`src/rtl/uart_tx_fifo.sv`:
```
// Buffered UART transmitter: byte FIFO in front of an 8-bit serialiser with
// optional parity and one or two stop bits. Bit time is 16*(baud_div_i+1) clocks.
module uart_tx_fifo #(
  parameter int unsigned FIFO_DEPTH = 16,
  parameter int unsigned STOP_BITS  = 1,
  parameter int unsigned PARITY_EN  = 0,
  parameter int unsigned PARITY_ODD = 0
) (
  input  logic                          clk_i,
  input  logic                          rst_ni,
  input  logic [15:0]                   baud_div_i,
  input  logic [7:0]                    data_i,
  input  logic                          valid_i,
  output logic                          ready_o,
  output logic [$clog2(FIFO_DEPTH):0]   level_o,
  output logic                          busy_o,
  output logic                          done_o,
  output logic                          tx_o
);

  localparam int unsigned AW = $clog2(FIFO_DEPTH);
  localparam int unsigned LW = AW + 1;

  typedef enum logic [2:0] {StIdle, StStart, StData, StParity, StStop} state_e;

  logic [7:0]    mem_q [FIFO_DEPTH];
  logic [AW-1:0] wptr_q, rptr_q;
  logic [LW-1:0] count_q, count_d;
  logic          ready_q;
  logic          push, pop;

  state_e        state_q, state_d;
  logic [15:0]   pre_q, div_q;
  logic [3:0]    sub_q;
  logic [2:0]    bit_q;
  logic [7:0]    shift_q, data_q;
  logic          tx_q, tx_d;
  logic          done_q, done_d;
  logic          tick, bit_end;

  // ready is registered, so a push can never land in a full FIFO even if a pop
  // happens in the same cycle.
  assign push    = valid_i & ready_q;
  assign count_d = count_q + LW'(push) - LW'(pop);

  assign tick    = (pre_q == div_q);
  assign bit_end = tick && (sub_q == 4'hF);

  // FIFO storage; no reset needed since contents are qualified by count_q.
  always_ff @(posedge clk_i) begin
    if (push) mem_q[wptr_q] <= data_i;
  end

  // FIFO pointers, occupancy and registered ready.
  always_ff @(posedge clk_i or negedge rst_ni) begin
    if (!rst_ni) begin
      wptr_q  <= '0;
      rptr_q  <= '0;
      count_q <= '0;
      ready_q <= 1'b1;
    end else begin
      if (push) wptr_q <= wptr_q + 1'b1;
      if (pop)  rptr_q <= rptr_q + 1'b1;
      count_q <= count_d;
      ready_q <= (count_d != LW'(FIFO_DEPTH));
    end
  end

  // Next-state, pop request, done pulse and line level for the next cycle.
  always_comb begin
    state_d = state_q;
    pop     = 1'b0;
    done_d  = 1'b0;
    tx_d    = 1'b1;
    unique case (state_q)
      StIdle: begin
        if (count_q != '0) begin
          pop     = 1'b1;
          state_d = StStart;
        end
      end
      StStart: begin
        tx_d = 1'b0;
        if (bit_end) state_d = StData;
      end
      StData: begin
        tx_d = shift_q[0];
        if (bit_end && (bit_q == 3'd7)) state_d = (PARITY_EN != 0) ? StParity : StStop;
      end
      StParity: begin
        tx_d = (^data_q) ^ 1'(PARITY_ODD);
        if (bit_end) state_d = StStop;
      end
      StStop: begin
        if (bit_end && (bit_q == 3'(STOP_BITS - 1))) begin
          done_d = 1'b1;
          if (count_q != '0) begin
            pop     = 1'b1;
            state_d = StStart;
          end else begin
            state_d = StIdle;
          end
        end
      end
      default: state_d = StIdle;
    endcase
  end

  // Serialiser state: prescaler, sub-bit and bit counters, shift register, line.
  always_ff @(posedge clk_i or negedge rst_ni) begin
    if (!rst_ni) begin
      state_q <= StIdle;
      pre_q   <= '0;
      div_q   <= '0;
      sub_q   <= '0;
      bit_q   <= '0;
      shift_q <= '0;
      data_q  <= '0;
      tx_q    <= 1'b1;
      done_q  <= 1'b0;
    end else begin
      state_q <= state_d;
      tx_q    <= tx_d;
      done_q  <= done_d;
      if (state_q == StIdle) begin
        pre_q <= '0;
        sub_q <= '0;
      end else begin
        pre_q <= tick ? 16'd0 : pre_q + 16'd1;
        if (tick) sub_q <= sub_q + 4'd1;
      end
      // bit_q counts data bits in StData and stop bits in StStop.
      if (state_d != state_q) bit_q <= '0;
      else if (bit_end)       bit_q <= bit_q + 3'd1;
      if (pop) begin
        shift_q <= mem_q[rptr_q];
        data_q  <= mem_q[rptr_q];
        div_q   <= baud_div_i;
      end else if (state_q == StData && bit_end) begin
        shift_q <= shift_q >> 1;
      end
    end
  end

  assign ready_o = ready_q;
  assign level_o = count_q;
  assign busy_o  = (state_q != StIdle);
  assign done_o  = done_q;
  assign tx_o    = tx_q;

endmodule

```
`config.mk`:
```
export PLATFORM = sky130hd
export DESIGN_NAME = uart_tx_fifo
export DESIGN_NICKNAME = d
export VERILOG_FILES = /design/src/rtl/uart_tx_fifo.sv
export SDC_FILE = /design/constraint.sdc
export NUM_CORES = 1
export LEC_CHECK = 0
export ABC_AREA = 1
export BUFFER_PORTS_ARGS = -buffer_cell sky130_fd_sc_hd__buf_2
export CAP_MARGIN = 0
export CORE_ASPECT_RATIO = 1.1
export CORE_MARGIN = 2
export CORE_UTILIZATION = 25
export DETAILED_ROUTE_END_ITERATION = 7
export GPL_ROUTABILITY_DRIVEN = 0
export PLACE_DENSITY = 0.45
export RECOVER_POWER = 50
export SETUP_SLACK_MARGIN = 0.1
export SYNTH_ARGS = -nofsm -noshare
export SYNTH_HDL_FRONTEND = slang
export SYNTH_SLANG_ARGS = --single-unit
export TNS_END_PERCENT = 50
```
`constraint.sdc`:
```
create_clock -name clk_i -period 3.2 [get_ports clk_i]
set_input_delay 0.16 -clock clk_i [delete_from_list [all_inputs] [get_ports clk_i]]
set_output_delay 0.16 -clock clk_i [all_outputs]
set_load 0.05 [all_outputs]
```
==> results by group, run 1 <==
Pwr
  – Share of total power in the clock network: approximately two fifths
  – Switching power summed over all nets: ~1.9 mW
  – Power per unit of standard cell area: 646 nW/um^2
  – Internal power contribution: approximately 4.9 mW
  – Leak: roughly 4.1 nW
  – Sequential cell fraction of total power: 46.8%
  – Sw frac: about 28%
  – Worst voltage drop across the vdd grid: approximately 0.00044 V
  – Combinational cell fraction of total power: 14.7%

Placement
  – Half-perimeter wire length after detailed placement: ~14 mm
  – Number of buffers added on ports: 35
  – Placed cell area: 9650 um^2
  – Setup slack at placement: 450 ps

Critical path
  – CP startpoint kind: flip-flop
  – Worst Path Arrival: about 3100 ps
  – Largest fanout on the critical path: 6
  – Category of the worst setup path capture point: flip-flop
  – Most frequent cell on the critical path: nand2_1
  – Max incr delay on CP: around 440 ps
  – Cell with the biggest individual delay on the critical path: dfrtp_1
  – Category of the critical setup timing path: reg2reg
  – Ordered list of cells on the worst path: inv_2 -> nand2_1 -> nand2_1 -> nor2_1 -> nand2_1 -> nor2_4 -> nand4_1 -> nand2_2 -> nand2_4 -> nand2_1 -> nand2_1 -> ha_1 -> fa_1 -> a21oi_1 -> nor2_1 -> nor2_1 -> xor2_1 -> nand2_1
  – WP data required: around 3600 ps

Finish
  – Share of layout cells above drive strength 1: 12.6%
  – Total non-filler cell area in the finished layout: 10600 um^2
  – Synthesis-to-layout area growth: 19.3%
  – Number of nets in the layout: 947
  – Layout fillers: 3591
  – Ant diodes: 0

Timing
  – Fin crit period: roughly 2700 ps
  – Setup TNS: 0 ps
  – Number of setup violations in the final report: 0
  – Clock Skew: ~32 ps
  – Unrepaired setup endpoints after global routing: false
  – Endpoints failing hold: 0
  – Worst-Margin Slew: 1510 ps
  – Period Utilization, post-route: 84.1%
  – Highest achievable clock rate: 371 MHz
  – Fin worst setup slack: 507 ps
  – Total count of max-transition violations in the final report: 59
  – WHS: 151 ps
  – Worst slew slack as a fraction of its limit: -0.790%

Logic synthesis
  – Fraction of synthesized cell area taken by the top area cell type: 43.4%
  – Number of distinct library cells after synthesis: 41
  – Number of enable-type register cells in the synthesized netlist: 128
  – Synth Warn #: 0
  – Cell taking the most area after synthesis: edfxtp_1
  – Dominant cells by area after synthesis: edfxtp_1, dfrtp_1, nand2_1
  – Synthesized cell area: between 8000 and 9000 um^2
  – Proportion of synthesized chip area in sequential cells: 64.3%
  – Commonest cells post-synth: nand2_1, edfxtp_1, nor2_1, o21ai_0, dfrtp_1
  – Most numerous cell in the Yosys netlist: nand2_1
  – Share of flip-flops with an asynchronous set or reset: 36.6%
  – Synthesized Nets: 872
  – Mean instance size in the synthesized netlist: around 11 um^2
  – Top_reg_cell synth: edfxtp_1
  – Instance count of the mapped netlist: between 800 and 900
  – Number of synthesized register bits: between 200 and 250

Global routing
  – Initial antenna violation count: 0
  – Via count of the first global-routing pass: 6181
  – Wire length of the first global-routing pass: 34.9 mm
  – Maximum number of pins on one net before global-route repair: 59
  – Overflow left after global routing: 0
  – Total GRT Usage: 12.0%

Clock tree
  – Buffers from clock root to sink, at most: 3
  – Total number of H-tree levels: 1
  – Worst skew pair latency: 540 ps
  – Root buffer selected by CTS: clkbuf_16
  – Sinks on Clock Net: 202
  – Clock tree from TritonCTS: yes
  – Clock input transition at the sequential cells of the worst setup and hold paths: 60 ps
  – CTS Buf Count: 24
  – Post CTS Setup Buffer Count: 0

Die
  – Die extent in y: 201 um
  – Initial Utilization: 25.3%
  – Count of standard-cell rows: 72
  – Die area: between 30000 and 40000 um^2
  – Total I/O pin count: 36
  – Width of the die: 183 um
  – Core Box Area: 35000 um^2

Run
  – Count of maximum capacitance violations: 1

Run status
  – Outcome: finished, violations left
  – Violated checks: capacitance limit, slew limit

Detailed routing
  – Total iterations of the first detailed-routing run: 4
  – Total DRC errors in the routed layout: 0
  – Met3 WL: 734 um
  – Metal2 WL: roughly 10 mm
  – Drt wl/cell: approximately 16 um
  – Vias after detailed routing: ~6000
  – Detailed-route wire length on metal 1: 10.5 mm
  – Mean number of vias per cell: 4.43
  – Highest layer used for signal routing: met4
  – First DRT Iteration DRCs: ~400
  – Total routed wirelength: ~22 mm
  – Count of nets left with antenna violations after detail routing: 0

Worst hold path
  – Worst Hold Class: in2reg
[cells by family after synthesis]
logic type | Yosys count | synth area share, %
buffers and inverters | 105 | 4.89
AO/OA/AOI/OAI | 158 | 10.4
AND/OR/NAND/NOR | 324 | 15.6
XOR/XNOR | 24 | 2.37
adder cells (fa/ha/maj) | 16 | 2.34
flip-flops | 202 | 64.3
[stage by stage]
stage          instances  util [%]  power [mW]
6_report            1365      30.1        6.83
5_1_grt             1365      30.1        7.18
3_3_place_gp        1305      27.5        4.25
4_1_cts             1365      30.2        6.93
3_5_place_dp        1305      27.5        4.25
2_1_floorplan        829         -        3.88
[placed cells by master (no fill, tap or decap), types with 2 or more instances in the layout]
cell	instances
nor4_1	3
a21oi_1	15
o221ai_1	23
buf_4	27
o22ai_1	9
dfrtp_1	71
nor3_1	7
o21ai_0	84
nor2_4	2
nor3_2	5
inv_2	10
o21ai_1	13
clkinv_1	6
nor3b_1	3
a211oi_1	2
inv_1	60
buf_2	24
nand2_1	155
ha_1	15
edfxtp_1	128
clkbuf_16	24
nand4_1	3
nand3_1	16
nor2_2	2
dlygate4sd3_1	17
xnor2_1	6
clkinv_2	2
clkbuf_1	19
nand2_2	5
o211ai_1	9
xor2_1	18
nor2_1	118
clkbuf_8	3
[worst paths after layout]
kind / from / end / depth (start not counted) / slack (ps)
setup / recovery: pre_q[5] / ready_o / 18 / 510
hold / removal: valid_i / wptr_q[0] / 3 / 150
setup reg to reg: pre_q[5] / ready_o / 18 / 510
hold reg to reg: pre_q[0] / pre_q[0] / 1 / 480
max in group asynchronous: rst_ni / state_q[1] / 3 / 1090
min in group asynchronous: rst_ni / div_q[5] / 2 / 550
[state kept, by name (all words and copies together), names as in the netlist]
signal and cells:
done_o 1, state_q 3, ready_o 1, shift_q 8, wptr_q 4, div_q 16, mem_q 128, data_q 8
pre_q 16, tx_o 1, level_o 5, rptr_q 4, bit_q 3, sub_q 4
[area by class of cell]
class	instances	area, um^2	area share [%]
Clock buffer	35	672	6.36
Clock inverter	8	88.8	0.841
Inverter	74	283	2.68
Multi-Input combinational cell	522	2730	25.8
Sequential cell	202	5700	53.9
Tap cell	444	556	5.26
Timing Repair Buffer	80	539	5.10
[power groups by stage]
| stage | Sequential, mW | Clock (mW) | Combinational, mW |
|---|---|---|---|
| global placement | 3.25 | 0 | 0.998 |
| floorplan | 3.35 | 0 | 0.529 |
| detailed placement | 3.25 | 0 | 1.00 |
| CTS | 3.20 | 2.71 | 1.03 |
| global route | 3.22 | 2.83 | 1.13 |
| finish | 3.19 | 2.63 | 1.00 |
[worst max-delay path, delay by kind of cell (launching register included)]
kind / cells / cell delay (ps)
simple gates: 13 / 1160
buf+inv: 1 / 60
xor+xnor: 1 / 210
fa+ha+maj: 2 / 610
flops: 1 / 440
compound gates: 1 / 140
[timing repair]
| action | CTS | global route |
|---|---|---|
| hold buffers | 17 | 0 |
| endpoints found under the setup margin | 0 | 0 |
| hold endpoints to repair | 72 | 0 |
| gates resized for setup | 0 | 0 |
[routing by layer]
layer / track usage (%) / up-vias
met5: 0 / -
met1: 16.5 / 2947
met3: 1.85 / 26
met2: 20.0 / 90
met4: 2.51 / 0
li1: - / 2983
No activity file was read; power rests on OpenSTA's default activity.
==> inputs of run 2 (changes only) <==
--- a/config.mk
+++ b/config.mk
@@ -13,7 +13,7 @@
 export CORE_UTILIZATION = 25
 export DETAILED_ROUTE_END_ITERATION = 7
 export GPL_ROUTABILITY_DRIVEN = 0
-export PLACE_DENSITY = 0.45
+export PLACE_DENSITY = 0.46
 export RECOVER_POWER = 50
 export SETUP_SLACK_MARGIN = 0.1
 export SYNTH_ARGS = -nofsm -noshare
==> constraint.sdc (replaced) <==
create_clock -name clk_i -period 2.35 [get_ports clk_i]
set_input_delay 0.1175 -clock clk_i [delete_from_list [all_inputs] [get_ports clk_i]]
set_output_delay 0.1175 -clock clk_i [all_outputs]
set_load 0.05 [all_outputs]
==> run 2 against run 1 <==
First-iteration DRC count increased by 4.0%. Clock skew fell by 9.4 ps. Clock power increased by 51%. Die area did not move. Power increased by 46%. Combinational power up 67%. The run ends with setup timing left. Worst hold slack worse by 88 ps. Critical path depth unchanged. Non-clock buffer count up 60. Sequential power rose by 36%. Final cell count up 4.3%. Critical endpoint unchanged.
==> results by group, run 2 (synthesis results as in run 1) <==
Finish
  – Register with the most flip-flops: mem_q (unchanged)
  – Synthesis-to-layout area growth: 26.5% (was 19.3%)
  – Utilization after layout: 32.0% (was 30.1%)
  – Commonest non-fill, non-tap cell in the layout: nand2_1 (unchanged)
  – Largest registers: mem_q (128), div_q (16), pre_q (16) (unchanged)
  – Share of layout cells above drive strength 1: 20.3% (was 12.6%)
  – Number of flip-flops under the largest register name: 128 (unchanged)
  – Ant diodes: 0 (unchanged)
  – Commonest cells after routing, fill and taps aside: nand2_1, edfxtp_1, nor2_1, o21ai_0, buf_4 (was nand2_1, edfxtp_1, nor2_1, o21ai_0, dfrtp_1)
  – Number of nets in the layout: 1006 (was 947)

Die
  – Die area: 37000 um^2 (unchanged)
  – Count of standard-cell rows: 72 (unchanged)
  – Initial Utilization: 25.3% (unchanged)
  – Die extent in y: 201 um (unchanged)
  – Total I/O pin count: 36 (unchanged)
  – Width of the die: 183 um (unchanged)
  – Core Box Area: 35000 um^2 (unchanged)

Pwr
  – Combinational cell fraction of total power: 16.8% (was 14.7%)
  – Internal power contribution: 7.31 mW (was 4.91 mW)
  – Switching power summed over all nets: 2.67 mW (was 1.92 mW)
  – Share of total power in the clock network: 39.7% (was 38.5%)
  – Worst voltage drop across the vdd grid: 0.000585 V (was 0.000440 V)
  – Leak: 4.42 nW (was 4.07 nW)
  – Sw frac: 26.8% (was 28.1%)
  – Power per unit of standard cell area: 891 nW/um^2 (was 646 nW/um^2)
  – Sequential cell fraction of total power: 43.5% (was 46.8%)

Timing
  – Worst slew slack as a fraction of its limit: 27.8% (was -0.790%)
  – Total count of max-transition violations in the final report: 0 (was 59)
  – Period Utilization, post-route: 103% (was 84.1%)
  – Endpoints failing hold: 0 (unchanged)
  – Fin worst setup slack: -76.5 ps (was 507 ps)
  – Fin crit period: 2430 ps (was 2690 ps)
  – Highest achievable clock rate: 412 MHz (was 371 MHz)
  – Number of setup violations in the final report: 1 (was 0)
  – Setup TNS: -76.5 ps (was 0 ps)
  – Worst-Margin Slew: 1080 ps (was 1510 ps)
  – Clock Skew: 23.1 ps (was 32.5 ps)
  – Unrepaired setup endpoints after global routing: true (was false)

Global routing
  – Maximum number of pins on one net before global-route repair: 55 (was 59)
  – Total GRT Usage: 11.8% (was 12.0%)
  – Initial antenna violation count: 0 (unchanged)
  – GRT busiest layer: met2 (unchanged)
  – Global-route track usage on met1: 15.5% (was 16.5%)
  – Met3 Resource Use GR: 2.01% (was 1.85%)
  – Met2 routing resource usage after global routing: 20.0% (about the same)
  – Overflow left after global routing: 0 (unchanged)
  – Via count of the first global-routing pass: 6246 (was 6181)
  – Wire length of the first global-routing pass: 34.3 mm (was 34.9 mm)

Critical path
  – Most frequent cell on the critical path: nand2_1 (unchanged)
  – Worst path top cell family by delay: simple AND/OR/NAND/NOR gates (unchanged)
  – Slack of the worst reg-to-reg path: -80 ps (was 510 ps)
  – Largest fanout on the critical path: 3 (was 6)
  – Category of the critical setup timing path: reg2reg (unchanged)
  – Category of the worst setup path capture point: flip-flop (unchanged)
  – CP startpoint kind: flip-flop (unchanged)
  – Max incr delay on CP: 380 ps (was 440 ps)
  – Startpoint of the lowest-slack register-to-register path: pre_q[13] (was pre_q[5])
  – Cells on worst reg2reg path: 18 (unchanged)
  – Worst Path Arrival: 2850 ps (was 3130 ps)
  – WP data required: 2780 ps (was 3630 ps)
  – Cell with the biggest individual delay on the critical path: dfrtp_1 (unchanged)
  – Ordered list of cells on the worst path: inv_2 -> nand2_1 -> nand2_1 -> nor2_1 -> nand2_1 -> nor2_4 -> nand4_1 -> nand2_2 -> nand2_4 -> nand2_2 -> nand2_2 -> ha_4 -> fa_2 -> a21oi_2 -> nor2_1 -> nor2_1 -> xor2_1 -> nand2_1 (was inv_2 -> nand2_1 -> nand2_1 -> nor2_1 -> nand2_1 -> nor2_4 -> nand4_1 -> nand2_2 -> nand2_4 -> nand2_1 -> nand2_1 -> ha_1 -> fa_1 -> a21oi_1 -> nor2_1 -> nor2_1 -> xor2_1 -> nand2_1)
  – CP Buf/Inv Count: 1 (unchanged)
  – Endpoint of the worst-slack reg-to-reg timing path: ready_o (unchanged)

Clock tree
  – Clock tree from TritonCTS: yes (unchanged)
  – Clock input transition at the sequential cells of the worst setup and hold paths: 60 ps (about the same)
  – Sinks on Clock Net: 202 (unchanged)
  – Root buffer selected by CTS: clkbuf_16 (unchanged)
  – Buffers from clock root to sink, at most: 3 (unchanged)
  – CTS Buf Count: 23 (was 24)
  – Total number of H-tree levels: 1 (unchanged)
  – Worst skew pair latency: 530 ps (was 540 ps)

Detailed routing
  – First DRT Iteration DRCs: 413 (was 397)
  – Vias after detailed routing: 6196 (was 6046)
  – Total iterations of the first detailed-routing run: 5 (was 4)
  – Total routed wirelength: 21.5 mm (was 21.9 mm)
  – Total DRC errors in the routed layout: 0 (unchanged)
  – Drt wl/cell: 15.1 um (was 16.1 um)
  – Count of nets left with antenna violations after detail routing: 0 (unchanged)
  – Mean number of vias per cell: 4.35 (was 4.43)

Placement
  – Number of buffers added on ports: 35 (unchanged)
  – Half-perimeter wire length after detailed placement: 14.3 mm (was 13.9 mm)

Worst hold path
  – Capture endpoint of the worst hold path: wptr_q[0] (unchanged)
  – Startpoint of the most critical hold path: valid_i (unchanged)
  – Worst Hold Class: in2reg (unchanged)
  – Number of cells traversed by the worst hold path: 3 (unchanged)

Run status
  – Violated checks: setup timing (was capacitance limit, slew limit)
  – Outcome: finished, violations left (unchanged)

Run
  – Count of maximum capacitance violations: 0 (was 1)
[run 2: through the flow]
step                      power (mW)  instances  hold WS [ps]  worst slack, ps  area (um^2)
after global placement          6.03       1357           153             -190        10100
after CTS                       10.1       1422         0.454             -145        11200
after detailed placement        6.03       1357           158             -208        10100
final                           9.98       1424          62.6            -76.5        11200
after global routing            10.5       1424          90.7             -311        11200
after floorplan                 5.32        829          -178             -250         8890
[run 2: area by class of cell]
class / instances / area, um^2
fillers: 3543 / 23800
flip-flops and latches: 202 / 5700
multi-input cells: 522 / 2790
repair buffers: 140 / 1020
clock buffers: 30 / 642
well taps: 444 / 556
inverters: 74 / 283
clock inverters: 12 / 206
[run 2: power by group through the flow]
| stage | sequential, mW | clock (mW) | combinational [mW] |
|---|---|---|---|
| 4_1_cts | 4.34 | 4.08 | 1.67 |
| 5_1_grt | 4.39 | 4.23 | 1.89 |
| 6_report | 4.34 | 3.96 | 1.67 |
| 2_1_floorplan | 4.58 | 0 | 0.748 |
| 3_5_place_dp | 4.41 | 0 | 1.61 |
| 3_3_place_gp | 4.41 | 0 | 1.62 |
[run 2: worst max-delay path by stage]
stage | startpoint | end | cells after the start
after CTS | div_q[3] | ready_o | 16
after floorplan | level_o[2] | ready_o | 17
after detailed placement | pre_q[6] | ready_o | 18
after global routing | pre_q[13] | ready_o | 18
after global placement | div_q[3] | ready_o | 16
final | pre_q[13] | ready_o | 18
[run 2: what timing repair did]
action                                 4_1_cts  5_1_grt
resized for setup                            3        9
setup endpoints to repair                    4       13
pin swaps                                    7       13
hold buffers                                21        0
buffers inserted                             2        2
endpoints found under the hold margin      118        0
[run 2: routing by layer]
metal	share of wire, %	routed length, um
met2	48	10200
met4	2.0	434
met3	4.1	876
met5	0	0
met1	46	9910
[run 2: tightest hold or removal path, cell delays in order]
cell and delay (ps):
buf_2 100, nand2_1 220, xor2_1 110
==> inputs of run 3 (changes only) <==
--- a/config.mk
+++ b/config.mk
@@ -6,15 +6,14 @@
 export NUM_CORES = 1
 export LEC_CHECK = 0
 export ABC_AREA = 1
-export BUFFER_PORTS_ARGS = -buffer_cell sky130_fd_sc_hd__buf_2
 export CAP_MARGIN = 0
 export CORE_ASPECT_RATIO = 1.1
 export CORE_MARGIN = 2
 export CORE_UTILIZATION = 25
 export DETAILED_ROUTE_END_ITERATION = 7
+export DONT_BUFFER_PORTS = 1
 export GPL_ROUTABILITY_DRIVEN = 0
-export PLACE_DENSITY = 0.46
-export RECOVER_POWER = 50
+export PLACE_DENSITY_LB_ADDON = 0.3
 export SETUP_SLACK_MARGIN = 0.1
 export SYNTH_ARGS = -nofsm -noshare
 export SYNTH_HDL_FRONTEND = slang
==> run 3 against run 2 <==
The flow still finishes with violations (setup timing). Clock power barely moved. Critical path type unchanged. Largest cell class unchanged. Non-clock buffer count fell by 25. Power grew 0.76%. Register-to-register slack got worse by 100 ps. Routed wire length shrank 2.7%. Sequential share of layout area increased by 0.057 points. Worst hold slack got worse by 23 ps. Fmax shrank 4.1%. Clock-buffer cell count increased by 2. Highest routed layer unchanged. Critical endpoint unchanged. Final area down 0.11%. First-iteration DRC count shrank 40%. Critical path depth shrank 2.
==> results by group, run 3 (synthesis results as in run 1) <==
Detailed routing
  – Total DRC errors in the routed layout: 0 (unchanged)
  – Drt wl/cell: 14.9 um (was 15.1 um)
  – Count of nets left with antenna violations after detail routing: 0 (unchanged)
  – First DRT Iteration DRCs: 248 (was 413)
  – Vias after detailed routing: 6158 (was 6196)
  – Total routed wirelength: 20.9 mm (was 21.5 mm)
  – Mean number of vias per cell: 4.40 (was 4.35)
  – Total iterations of the first detailed-routing run: 4 (was 5)

Die
  – Width of the die: 183 um (unchanged)
  – Initial Utilization: 25.3% (unchanged)
  – Die extent in y: 201 um (unchanged)
  – Count of standard-cell rows: 72 (unchanged)
  – Total I/O pin count: 36 (unchanged)
  – Core Box Area: 35000 um^2 (unchanged)
  – Die area: 37000 um^2 (unchanged)

Critical path
  – Category of the critical setup timing path: reg2reg (unchanged)
  – Max incr delay on CP: 390 ps (was 380 ps)
  – Start point of the critical path: pre_q[3] (was pre_q[13])
  – Endpoint of the worst-slack reg-to-reg timing path: ready_o (unchanged)
  – Category of the worst setup path capture point: flip-flop (unchanged)
  – Worst Path Arrival: 2970 ps (was 2850 ps)
  – Most frequent cell on the critical path: nand2_2 (was nand2_1)
  – Worst path top cell family by delay: simple AND/OR/NAND/NOR gates (unchanged)
  – Startpoint of the lowest-slack register-to-register path: pre_q[3] (was pre_q[13])
  – Slack of the worst reg-to-reg path: -180 ps (was -80 ps)
  – Cells on worst reg2reg path: 16 (was 18)
  – WP data required: 2790 ps (was 2780 ps)
  – Cell with the biggest individual delay on the critical path: dfrtp_1 (unchanged)
  – CP Buf/Inv Count: 0 (was 1)
  – Largest fanout on the critical path: 3 (unchanged)
  – CP startpoint kind: flip-flop (unchanged)
  – Ordered list of cells on the worst path: xor2_1 -> nor2_2 -> nand2_2 -> nor2_4 -> nand4_1 -> nand2_2 -> nand2_4 -> nand2_2 -> nand2_2 -> ha_4 -> fa_2 -> a21oi_2 -> nor2_1 -> nor2_1 -> xor2_1 -> nand2_1 (was inv_2 -> nand2_1 -> nand2_1 -> nor2_1 -> nand2_1 -> nor2_4 -> nand4_1 -> nand2_2 -> nand2_4 -> nand2_2 -> nand2_2 -> ha_4 -> fa_2 -> a21oi_2 -> nor2_1 -> nor2_1 -> xor2_1 -> nand2_1)

Finish
  – Post-layout instance count excluding filler cells: 1399 (was 1424)
  – Number of flip-flops under the largest register name: 128 (unchanged)
  – Share of layout cells above drive strength 1: 19.4% (was 20.3%)
  – Number of nets in the layout: 981 (was 1006)
  – Commonest non-fill, non-tap cell in the layout: nand2_1 (unchanged)
  – Total non-filler cell area in the finished layout: 11200 um^2 (about the same)
  – Register with the most flip-flops: mem_q (unchanged)
  – Ant diodes: 0 (unchanged)
  – Largest registers: mem_q (128), div_q (16), pre_q (16) (unchanged)
  – Layout fillers: 3558 (was 3543)
  – Synthesis-to-layout area growth: 26.3% (was 26.5%)
  – Commonest cells after routing, fill and taps aside: nand2_1, edfxtp_1, nor2_1, buf_4, o21ai_0 (was nand2_1, edfxtp_1, nor2_1, o21ai_0, buf_4)

Timing
  – Unrepaired setup endpoints after global routing: true (unchanged)
  – Worst-Margin Slew: 623 ps (was 1080 ps)
  – Clock Skew: 11.1 ps (was 23.1 ps)
  – Highest achievable clock rate: 395 MHz (was 412 MHz)
  – Setup TNS: -382 ps (was -76.5 ps)
  – Fin worst setup slack: -181 ps (was -76.5 ps)
  – Endpoints failing hold: 0 (unchanged)
  – Number of setup violations in the final report: 4 (was 1)
  – Worst slew slack as a fraction of its limit: 58.3% (was 27.8%)
  – Fin crit period: 2530 ps (was 2430 ps)
  – Period Utilization, post-route: 108% (was 103%)
  – Total count of max-transition violations in the final report: 0 (unchanged)

Placement
  – Number of buffers added on ports: 0 (was 35)
  – Half-perimeter wire length after detailed placement: 13.0 mm (was 14.3 mm)
  – Instance count after placement with tap cells included: 1325 (was 1357)
  – Placed cell area: 9950 um^2 (was 10100 um^2)
  – Setup slack at placement: -212 ps (was -208 ps)

Clock tree
  – Buffers from clock root to sink, at most: 3 (unchanged)
  – CTS Buf Count: 23 (unchanged)
  – Total number of H-tree levels: 1 (unchanged)
  – Sinks on Clock Net: 202 (unchanged)
  – Root buffer selected by CTS: clkbuf_16 (unchanged)
  – Clock tree from TritonCTS: yes (unchanged)
  – Worst skew pair latency: 520 ps (was 530 ps)
  – Clock input transition at the sequential cells of the worst setup and hold paths: 60 ps (about the same)

Worst hold path
  – Startpoint of the most critical hold path: valid_i (unchanged)
  – Capture endpoint of the worst hold path: wptr_q[0] (unchanged)
  – Worst Hold Class: in2reg (unchanged)
  – Number of cells traversed by the worst hold path: 3 (unchanged)

Run status
  – Violated checks: setup timing (unchanged)
  – Outcome: finished, violations left (unchanged)

Global routing
  – Total GRT Usage: 11.2% (was 11.8%)
  – Wire length of the first global-routing pass: 33.0 mm (was 34.3 mm)
  – Overflow left after global routing: 0 (unchanged)
  – Initial antenna violation count: 0 (unchanged)
  – Maximum number of pins on one net before global-route repair: 75 (was 55)
  – Via count of the first global-routing pass: 6058 (was 6246)

Run
  – Count of maximum capacitance violations: 0 (unchanged)

Pwr
  – Power per unit of standard cell area: 898 nW/um^2 (was 891 nW/um^2)
  – Worst voltage drop across the vdd grid: 0.000685 V (was 0.000585 V)
  – Leak: 4.39 nW (was 4.42 nW)
## run 3: cell count changes in the layout (fill, tap and decap cells not counted), sizes merged
cell	previous run	this run
buf	106	90
bufinv	5	4
clkbuf	43	32
clkinv	7	9
clkinvlp	3	0
dlygate4sd3	21	25
## run 3: worst max path at each step
stage | end | slack (ps) | cells after the start
floorplan | ready_o | -250 | 17
global placement | ready_o | -200 | 16
detailed placement | ready_o | -210 | 16
CTS | ready_o | -210 | 16
global route | ready_o | -370 | 16
finish | ready_o | -180 | 16
## run 3: metal layers
metal	global-route usage, %	vias to the layer above	wire length (um)
met5	0	-	0
met4	2.69	0	415
met3	1.95	30	793
met2	18.9	95	9920
met1	15.0	2981	9740
li1	-	3052	-
## run 3: worst register-to-register path: stages (launching register included)
cell	delay (ps)
dfrtp_1	390
xor2_1	180
nor2_2	140
nand2_2	90
nor2_4	120
nand4_1	140
nand2_2	140
nand2_4	70
nand2_2	60
nand2_2	60
ha_4	160
fa_2	360
a21oi_2	140
nor2_1	50
nor2_1	100
xor2_1	180
nand2_1	70
## run 3: power breakdown
group / internal [mW] / switching (mW) / total (mW)
logic: 0.691 / 1.10 / 1.79
registers: 4.18 / 0.142 / 4.33
clock network: 2.47 / 1.46 / 3.93
## run 3: layout make-up
cell class | instances | area, um^2 | area share [%]
clock buffer | 32 | 679 | 6.07
clock inverter | 10 | 169 | 1.51
inverter | 74 | 283 | 2.53
multi-input combinational | 522 | 2810 | 25.1
sequential | 202 | 5700 | 51.0
tap | 444 | 556 | 4.96
timing repair buffer | 115 | 991 | 8.86
## run 3: repair_timing
action,4_1_cts,5_1_grt
setup endpoints to repair,4,24
hold buffers,26,0
resized for setup,2,15
setup buffers,0,6
hold endpoints to repair,218,0
pin swaps,0,14
## run 3: through the flow
stage | hold slack (ps) | util [%] | power [mW]
2_1_floorplan | -178 | - | 5.32
3_3_place_gp | -175 | 28.4 | 5.98
3_5_place_dp | -175 | 28.4 | 5.99
4_1_cts | 40.3 | 31.6 | 10.1
5_1_grt | 52.1 | 31.9 | 10.5
6_report | 39.7 | 31.9 | 10.1
